$ cat src/rtl/imem_loader.sv
// Byte-stream program loader: assembles big-endian words, writes them into imem
// from address 0 and releases the core only after the XOR checksum matches.
module imem_loader #(
  parameter int ADDR_W = 8
) (
  input  logic              clk_i,
  input  logic              rst_ni,
  input  logic              start_i,
  input  logic              in_valid_i,
  input  logic [7:0]        in_data_i,
  output logic              in_ready_o,
  output logic              imem_we_o,
  output logic [ADDR_W-1:0] imem_addr_o,
  output logic [31:0]       imem_wdata_o,
  output logic              cpu_reset_o,
  output logic              busy_o,
  output logic              done_o,
  output logic              err_o,
  output logic [2:0]        state_o
);

  typedef enum logic [2:0] {
    S_IDLE   = 3'd0,
    S_LEN_HI = 3'd1,
    S_LEN_LO = 3'd2,
    S_DATA   = 3'd3,
    S_CSUM   = 3'd4,
    S_DONE   = 3'd5,
    S_ERR    = 3'd6
  } state_e;

  localparam logic [16:0] DEPTH = 17'd1 << ADDR_W;

  state_e              state_q;
  logic [7:0]          len_hi_q;
  logic [15:0]         len_q;
  logic [ADDR_W-1:0]   word_idx_q;
  logic [1:0]          byte_idx_q;
  logic [31:0]         shift_q;
  logic [7:0]          csum_q;
  logic                in_ready_q;
  logic                imem_we_q;
  logic [ADDR_W-1:0]   imem_addr_q;
  logic [31:0]         imem_wdata_q;
  logic                cpu_reset_q;
  logic                busy_q;
  logic                done_q;
  logic                err_q;

  // Handshake: a byte moves on a rising edge where in_valid_i && in_ready_o;
  // in_ready_o is high in every loading state, so the link is never stalled.
  logic        accept;
  logic [15:0] len_in;
  logic [31:0] word_d;
  logic        last_word;

  assign accept    = in_valid_i & in_ready_q;
  assign len_in    = {len_hi_q, in_data_i};
  assign word_d    = {shift_q[23:0], in_data_i};
  assign last_word = ((17'(word_idx_q) + 17'd1) == {1'b0, len_q});

  always_ff @(posedge clk_i or negedge rst_ni) begin
    if (!rst_ni) begin
      state_q      <= S_IDLE;
      len_hi_q     <= '0;
      len_q        <= '0;
      word_idx_q   <= '0;
      byte_idx_q   <= '0;
      shift_q      <= '0;
      csum_q       <= '0;
      in_ready_q   <= 1'b0;
      imem_we_q    <= 1'b0;
      imem_addr_q  <= '0;
      imem_wdata_q <= '0;
      cpu_reset_q  <= 1'b1;
      busy_q       <= 1'b0;
      done_q       <= 1'b0;
      err_q        <= 1'b0;
    end else begin
      imem_we_q <= 1'b0;
      case (state_q)
        S_IDLE, S_DONE, S_ERR: begin
          if (start_i) begin
            state_q     <= S_LEN_HI;
            in_ready_q  <= 1'b1;
            busy_q      <= 1'b1;
            done_q      <= 1'b0;
            err_q       <= 1'b0;
            cpu_reset_q <= 1'b1;
            word_idx_q  <= '0;
            byte_idx_q  <= '0;
            csum_q      <= '0;
          end
        end
        S_LEN_HI: begin
          if (accept) begin
            len_hi_q <= in_data_i;
            state_q  <= S_LEN_LO;
          end
        end
        S_LEN_LO: begin
          if (accept) begin
            len_q <= len_in;
            if ({1'b0, len_in} > DEPTH) begin
              state_q    <= S_ERR;
              err_q      <= 1'b1;
              busy_q     <= 1'b0;
              in_ready_q <= 1'b0;
            end else if (len_in == 16'd0) begin
              state_q <= S_CSUM;
            end else begin
              state_q <= S_DATA;
            end
          end
        end
        S_DATA: begin
          if (accept) begin
            shift_q    <= word_d;
            csum_q     <= csum_q ^ in_data_i;
            byte_idx_q <= byte_idx_q + 2'd1;
            if (byte_idx_q == 2'd3) begin
              imem_we_q    <= 1'b1;
              imem_addr_q  <= word_idx_q;
              imem_wdata_q <= word_d;
              // The index stops at the last word, so N == 2^ADDR_W never wraps it.
              if (last_word) begin
                state_q <= S_CSUM;
              end else begin
                word_idx_q <= word_idx_q + 1'b1;
              end
            end
          end
        end
        S_CSUM: begin
          if (accept) begin
            busy_q     <= 1'b0;
            in_ready_q <= 1'b0;
            if (in_data_i == csum_q) begin
              state_q     <= S_DONE;
              done_q      <= 1'b1;
              cpu_reset_q <= 1'b0;
            end else begin
              state_q <= S_ERR;
              err_q   <= 1'b1;
            end
          end
        end
        default: begin
          state_q    <= S_IDLE;
          busy_q     <= 1'b0;
          in_ready_q <= 1'b0;
        end
      endcase
    end
  end

  assign in_ready_o   = in_ready_q;
  assign imem_we_o    = imem_we_q;
  assign imem_addr_o  = imem_addr_q;
  assign imem_wdata_o = imem_wdata_q;
  assign cpu_reset_o  = cpu_reset_q;
  assign busy_o       = busy_q;
  assign done_o       = done_q;
  assign err_o        = err_q;
  assign state_o      = state_q;

endmodule

$ cat config.mk
export PLATFORM = sky130hd
export DESIGN_NAME = imem_loader
export DESIGN_NICKNAME = d
export VERILOG_FILES = /design/src/rtl/imem_loader.sv
export SDC_FILE = /design/constraint.sdc
export NUM_CORES = 1
export LEC_CHECK = 0
export CAP_MARGIN = 15
export CORE_ASPECT_RATIO = 1.4
export CORE_MARGIN = 1.5
export CORE_UTILIZATION = 45
export DETAILED_ROUTE_END_ITERATION = 12
export GPL_ROUTABILITY_DRIVEN = 0
export PLACE_DENSITY = 0.76
export SETUP_SLACK_MARGIN = 0.02
export SYNTH_ARGS = -nofsm -noshare
export SYNTH_HDL_FRONTEND = slang
export SYNTH_SLANG_ARGS = --single-unit
$ cat constraint.sdc
create_clock -name clk_i -period 3.6 [get_ports clk_i]
set_input_delay 0.9 -clock clk_i [delete_from_list [all_inputs] [get_ports clk_i]]
set_output_delay 0.9 -clock clk_i [all_outputs]
set_load 0.01 [all_outputs]
* After elaboration in Yosys (flattened, before gate mapping)
Cells that the tools add are included.
** Cells by class
- Add/sub/neg operators :: 3
- $lt $le $gt $ge :: 1
- Equal/unequal tests :: 20
- Mux-type cells :: 41
- Bitwise operators :: 3
- Reductions and logical operators :: 17
** Operator list (number)
- 8-bit 2-to-1 mux :: 5
- 8-bit case mux with 2 select lines :: 2
- 3-bit 2-to-1 mux :: 9
- 2-bit != test (second input constant) :: 11
- 9-bit by 16-bit equality test with 1-bit output :: 1
- 16-bit by 9-bit greater-than comparator with 1-bit output (second input constant) :: 1
- 16-bit logical NOT :: 1
- 1-bit 2-to-1 mux :: 16
- 3-bit case mux with 5 select lines :: 1
- 5-bit AND reduction :: 2
- 8-bit by 1-bit adder with 9-bit output (second input constant) :: 1
- 3-bit equality test (second input constant) :: 3
- 8-bit by 1-bit adder with 8-bit output (second input constant) :: 1
- 8-bit equality test :: 1
- 8-bit XOR :: 1
- 7-bit AND reduction :: 1
- 3-bit by 2-bit equality test with 1-bit output (second input constant) :: 2
- 2-bit 2-to-1 mux :: 3
- 2-bit AND reduction :: 3
- 3-bit AND reduction :: 2
- 6-bit AND reduction :: 1
- 1-bit case mux with 2 select lines :: 2
- 1-bit case mux with 4 select lines :: 1
- 2-bit case mux with 2 select lines :: 1
- 12 further kinds :: 13
** Word-level totals
- Flip-flop bits (word level) :: 114
- Input bits :: 12
- Output and inout bits :: 49
- Logic and storage cells :: 99

* Depth between registers and ports, before layout
- Word-level depth :: 6
- Depth in mapped cells :: 9
- Depth with buffers taken out :: 8

* Worst setup path after synthesis
No wires, ideal clock.
- Path type :: input-to-reg
- From :: in in_valid_i
- To :: reg imem_addr_q[0] (netlist: imem_addr_o[0])
- Setup time :: 125 ps
- Arrival :: 2446 ps
- Required time :: 3475 ps
- Slack :: 1030 ps
- Cell stages on the path :: 9
- Path buffers :: 3
- Path through :: and2_1 > clkbuf_1 > nand2_1 > nor2_2 > nand2_1 > inv_1 > buf_2 > buf_4 > mux2_2
** Between the ends
- Longest elaborated chain between the ends :: 2
** RTL lines
- from (decl) :: RTL line 9 : input logic in_valid_i,
- 1-bit AND :: RTL line 57 : assign accept = in_valid_i & in_ready_q;
- 3-bit AND reduction (no source line)
- to (signal assigned) :: RTL line 123 : imem_addr_q <= word_idx_q;
- to (decl) :: RTL line 43 : logic [ADDR_W-1:0] imem_addr_q;
Every way passes these cells.
A chain may end at the register's enable or synchronous reset.

* Worst setup path after layout
- From :: reg word_idx_q[0]
- To :: reg word_idx_q[5]
** Between the ends
- Longest elaborated chain between the ends :: 5
- Elaborated cells on any way between the ends :: 9
- Classes of those cells :: add/sub (2); eq/ne (2); mux (4); reduce/logical (1)
** RTL lines
- from (decl) :: RTL line 37 : logic [ADDR_W-1:0] word_idx_q;
- from (signal assigned) :: RTL line 129 : word_idx_q <= word_idx_q + 1'b1;
- branches (longest 5 deep; another with 8-bit by 1-bit adder with 9-bit output)
Parallel ways; which one is timed is not known. The select of a mux whose other input is x is not followed.

==> metrics.md <==
| Metric | Value |
|---|---|
| Row cnt | `45` |
| Fmax | `0.355 GHz` |
| DRC | `0` |
| Setup WS pre-CTS | `524 ps` |
| Layout Utilization | `59.0%` |
| HPWL Detailed | `7730 um` |
| Initial antenna violation count | `0` |
| Die width | `93.2 um` |
| Setup Skew | `5.74 ps` |
| Cts hold-fix bufs | `0` |
| Fin. max-slew vios | `0` |
| Final setup violating endpoints | `0` |
| Post-CTS Setup Inserts | `0` |
| # diodes | `0` |
| Synth unique cells | `56` |
| Register bit count reported by yosys | `114` |
| Via count | `3828` |
| Post-CTS sizing | `0` |
| Least-Margin Pin Slew | `689 ps` |
| Crit path DAT | `3110 ps` |
| Clock sink total | `114` |
| Crit path launch type | `register` |
| Crit path kind | `register to register` |
| WL/cell | `17.2 um` |
| Gr usage total | `21.3%` |
| Largest net degree at the start of global routing | `63` |
| Post-synth EDFFs | `0` |
| Post-synthesis mux area share | `14.2%` |
| Avg Cell Area, Syn | `10.9 um2` |
| TritonCTS Buffers | `17` |
| Headroom to the max-slew limit | `54.1%` |
| Placed cell areas | `5840 um2` |
| Data required time of the critical path | `3890 ps` |
| Synth Flop Type | `dfrtp_1` |
| Final Hold Vio Count | `0` |
| Clock root cell | `clkbuf_16` |
| Clock slew seen by the registers of the worst setup and hold paths | `60 ps` |
| Status | `complete, no violations` |
| CTS H-tree depth | `4` |
| Port bufs | `60` |
| Adder-cell share of the synthesized area | `0.488%` |
| Final worst-path cycle share | `78.3%` |
| Most frequent cells in the layout | `dfrtp_1, nand2_1, mux2_2, clkdlybuf4s50_1, o21ai_0` |
| Initial Utilization | `46.7%` |
| Compound-Gate Fraction of Synth Area | `8.68%` |
| Xor/xnor cell area share of the yosys netlist | `2.90%` |
| Final instance area | `6470 um2` |
| Peak supply drop | `0.000402 V` |
| Synthesized Nets | `486` |
| Min Tclk post-route | `2820 ps` |
| Slowest cell on the critical path | `dfrtp_1` |
| PwrDens | `481 nW/um2` |
| Initial DRC count | `229` |
| RSZ-0062 raised after global routing | `no` |
| CP peak stage delay | `580 ps` |
| Core ar. | `11000 um2` |
| CP top delay family | `compound AO/OA/AOI/OAI gates` |
| CP max FO | `10` |
| Worst Slack Setup Final | `783 ps` |
| Fraction of registers with async set/reset | `100%` |
| Yosys warns | `0` |
| Detailed Routing Iterations Pass 1 | `4` |
| CTS Buffer Depth | `2` |
| DRT antenna net count | `0` |
| Post-Route WL | `11800 um` |
| Syn Inst Count | `472` |
| Clock Latency Late Sink | `410 ps` |
| Count of max-cap constraint violations | `0` |
| Number of fill cells | `874` |
| CTS tree | `built` |
| Share of cells above drive strength 1 | `20.6%` |
| Final setup TNS | `0 ps` |
| Die footprint | `12100 um2` |
| Total power | `3.12 mW` |
| Simple-Gate Fraction of Synth Area | `14.9%` |
| Vias in the first global route | `4033` |
| Sequential element share of the synthesized area | `55.6%` |
| Layout Nets | `544` |
| Io pins | `61` |
| Type of the worst min-delay path | `register to register` |
| Most common cell after layout, fill and taps aside | `dfrtp_1` |
| Grt ovf | `0` |
| Global-route wire length before repair | `19800 um` |
| Largest family of logic cells by synthesized area | `simple AND/OR/NAND/NOR gates` |
| Critical path buffers and inverters | `0` |
| Mapped Area | `5130 um2` |
| Die Y | `129 um` |
| Crit path cell chain | `ha_1 > and3_1 > nand3_1 > xnor2_1 > a211oi_2 > a31oi_2 > and3_1 > a221o_1` |
| Crit end category | `register` |
| Crit-path most repeated cell | `and3_1` |
| Area delta synth->final | `26.2%` |
| DR vias/cell | `5.60` |
| P_leak | `3.05 nW` |
## layout make-up
type | instances | area, um2 | area share (%)
Sequential cell | 114 | 2850 | 44.1
Tap cell | 141 | 176 | 2.73
Clock inverter | 15 | 206 | 3.19
Clock buffer | 17 | 425 | 6.57
Multi-Input combinational cell | 322 | 2110 | 32.6
Inverter | 10 | 37.5 | 0.580
Timing Repair Buffer | 65 | 661 | 10.2
## registers in the layout, indices dropped and copies added (netlist names)
| name | count |
|---|---|
| shift_q | 24 |
| imem_wdata_o | 32 |
| byte_idx_q | 2 |
| done_o | 1 |
| csum_q | 8 |
| len_hi_q | 8 |
| imem_we_o | 1 |
| busy_o | 1 |
| len_q | 16 |
| state_o | 3 |
| cpu_reset_o | 1 |
| imem_addr_o | 8 |
| word_idx_q | 8 |
| err_o | 1 |
## path summary, 6_finish.rpt
kind	startpoint	to	slack [ps]	depth (start not counted)
setup / recovery	word_idx_q[0]	word_idx_q[5]	780	8
hold / removal	shift_q[20]	shift_q[20]	480	2
setup reg to reg	word_idx_q[0]	word_idx_q[5]	780	8
hold reg to reg	shift_q[20]	shift_q[20]	480	2
max in group asynchronous	rst_ni	shift_q[4]	2310	2
min in group asynchronous	rst_ni	imem_wdata_o[28]	520	1
## per-stage QoR
stage          std cells  hold WS [ps]
2_1_floorplan        472           440
3_3_place_gp         652           456
3_5_place_dp         652           461
4_1_cts              684           476
5_1_grt              684           497
6_report             684           476
## kinds of logic after synthesis
kind of cell / count (synthesis)
mux: 65
buf+inv: 36
flops: 114
simple gates: 168
compound gates: 70
xor+xnor: 17
fa+ha+maj: 2
## worst register-to-register path, stage by stage, from the launching register on
cell and delay (ps):
dfrtp_1 580, ha_1 460, and3_1 250, nand3_1 130
xnor2_1 180, a211oi_2 300, a31oi_2 270, and3_1 270
a221o_1 250
## Yosys cell counts (2+ instances only)
library cell  count  area share, %
a21o_1            2           0.29
a21oi_1          10           0.98
a221o_1           2           0.39
a22o_1            2           0.34
a32o_1            2           0.39
and2_1            2           0.24
and3_1            5           0.61
buf_2             7           0.68
buf_4             3           0.44
clkbuf_1         15            1.1
dfrtp_1         113             55
ha_1              2           0.49
inv_1             9           0.66
mux2_2           63             14
mux2i_1           2           0.39
nand2_1         101            7.4
nand3_1          11            1.1
nand4_1           3           0.37
nor2_1           12           0.88
nor2b_1           2           0.24
nor3_1           11            1.1
nor4_1            6           0.73
o21ai_0          36            3.5
or3_1             4           0.49
xnor2_1          12            2.0
xor2_1            5           0.85
## power by group
| part | switching, mW | leakage [nW] | total [mW] | internal, mW |
|---|---|---|---|---|
| Sequential | 0 | 1.57 | 1.28 | 1.28 |
| Combinational | 0.0406 | 1.19 | 0.0566 | 0.0160 |
| Clock | 0.615 | 0.292 | 1.78 | 1.16 |
## metal layers
layer / share of wire, % / vias to the layer above / global-route usage, % / routed length [um]
met1: 39 / 1913 / 24.2 / 4610
met3: 5.0 / 32 / 5.99 / 585
met5: 0 / - / 0 / 0
met4: 3.0 / 0 / 11.0 / 355
met2: 53 / 121 / 36.3 / 6240
li1: - / 1762 / - / -
No activity file was read; power rests on OpenSTA's default activity.
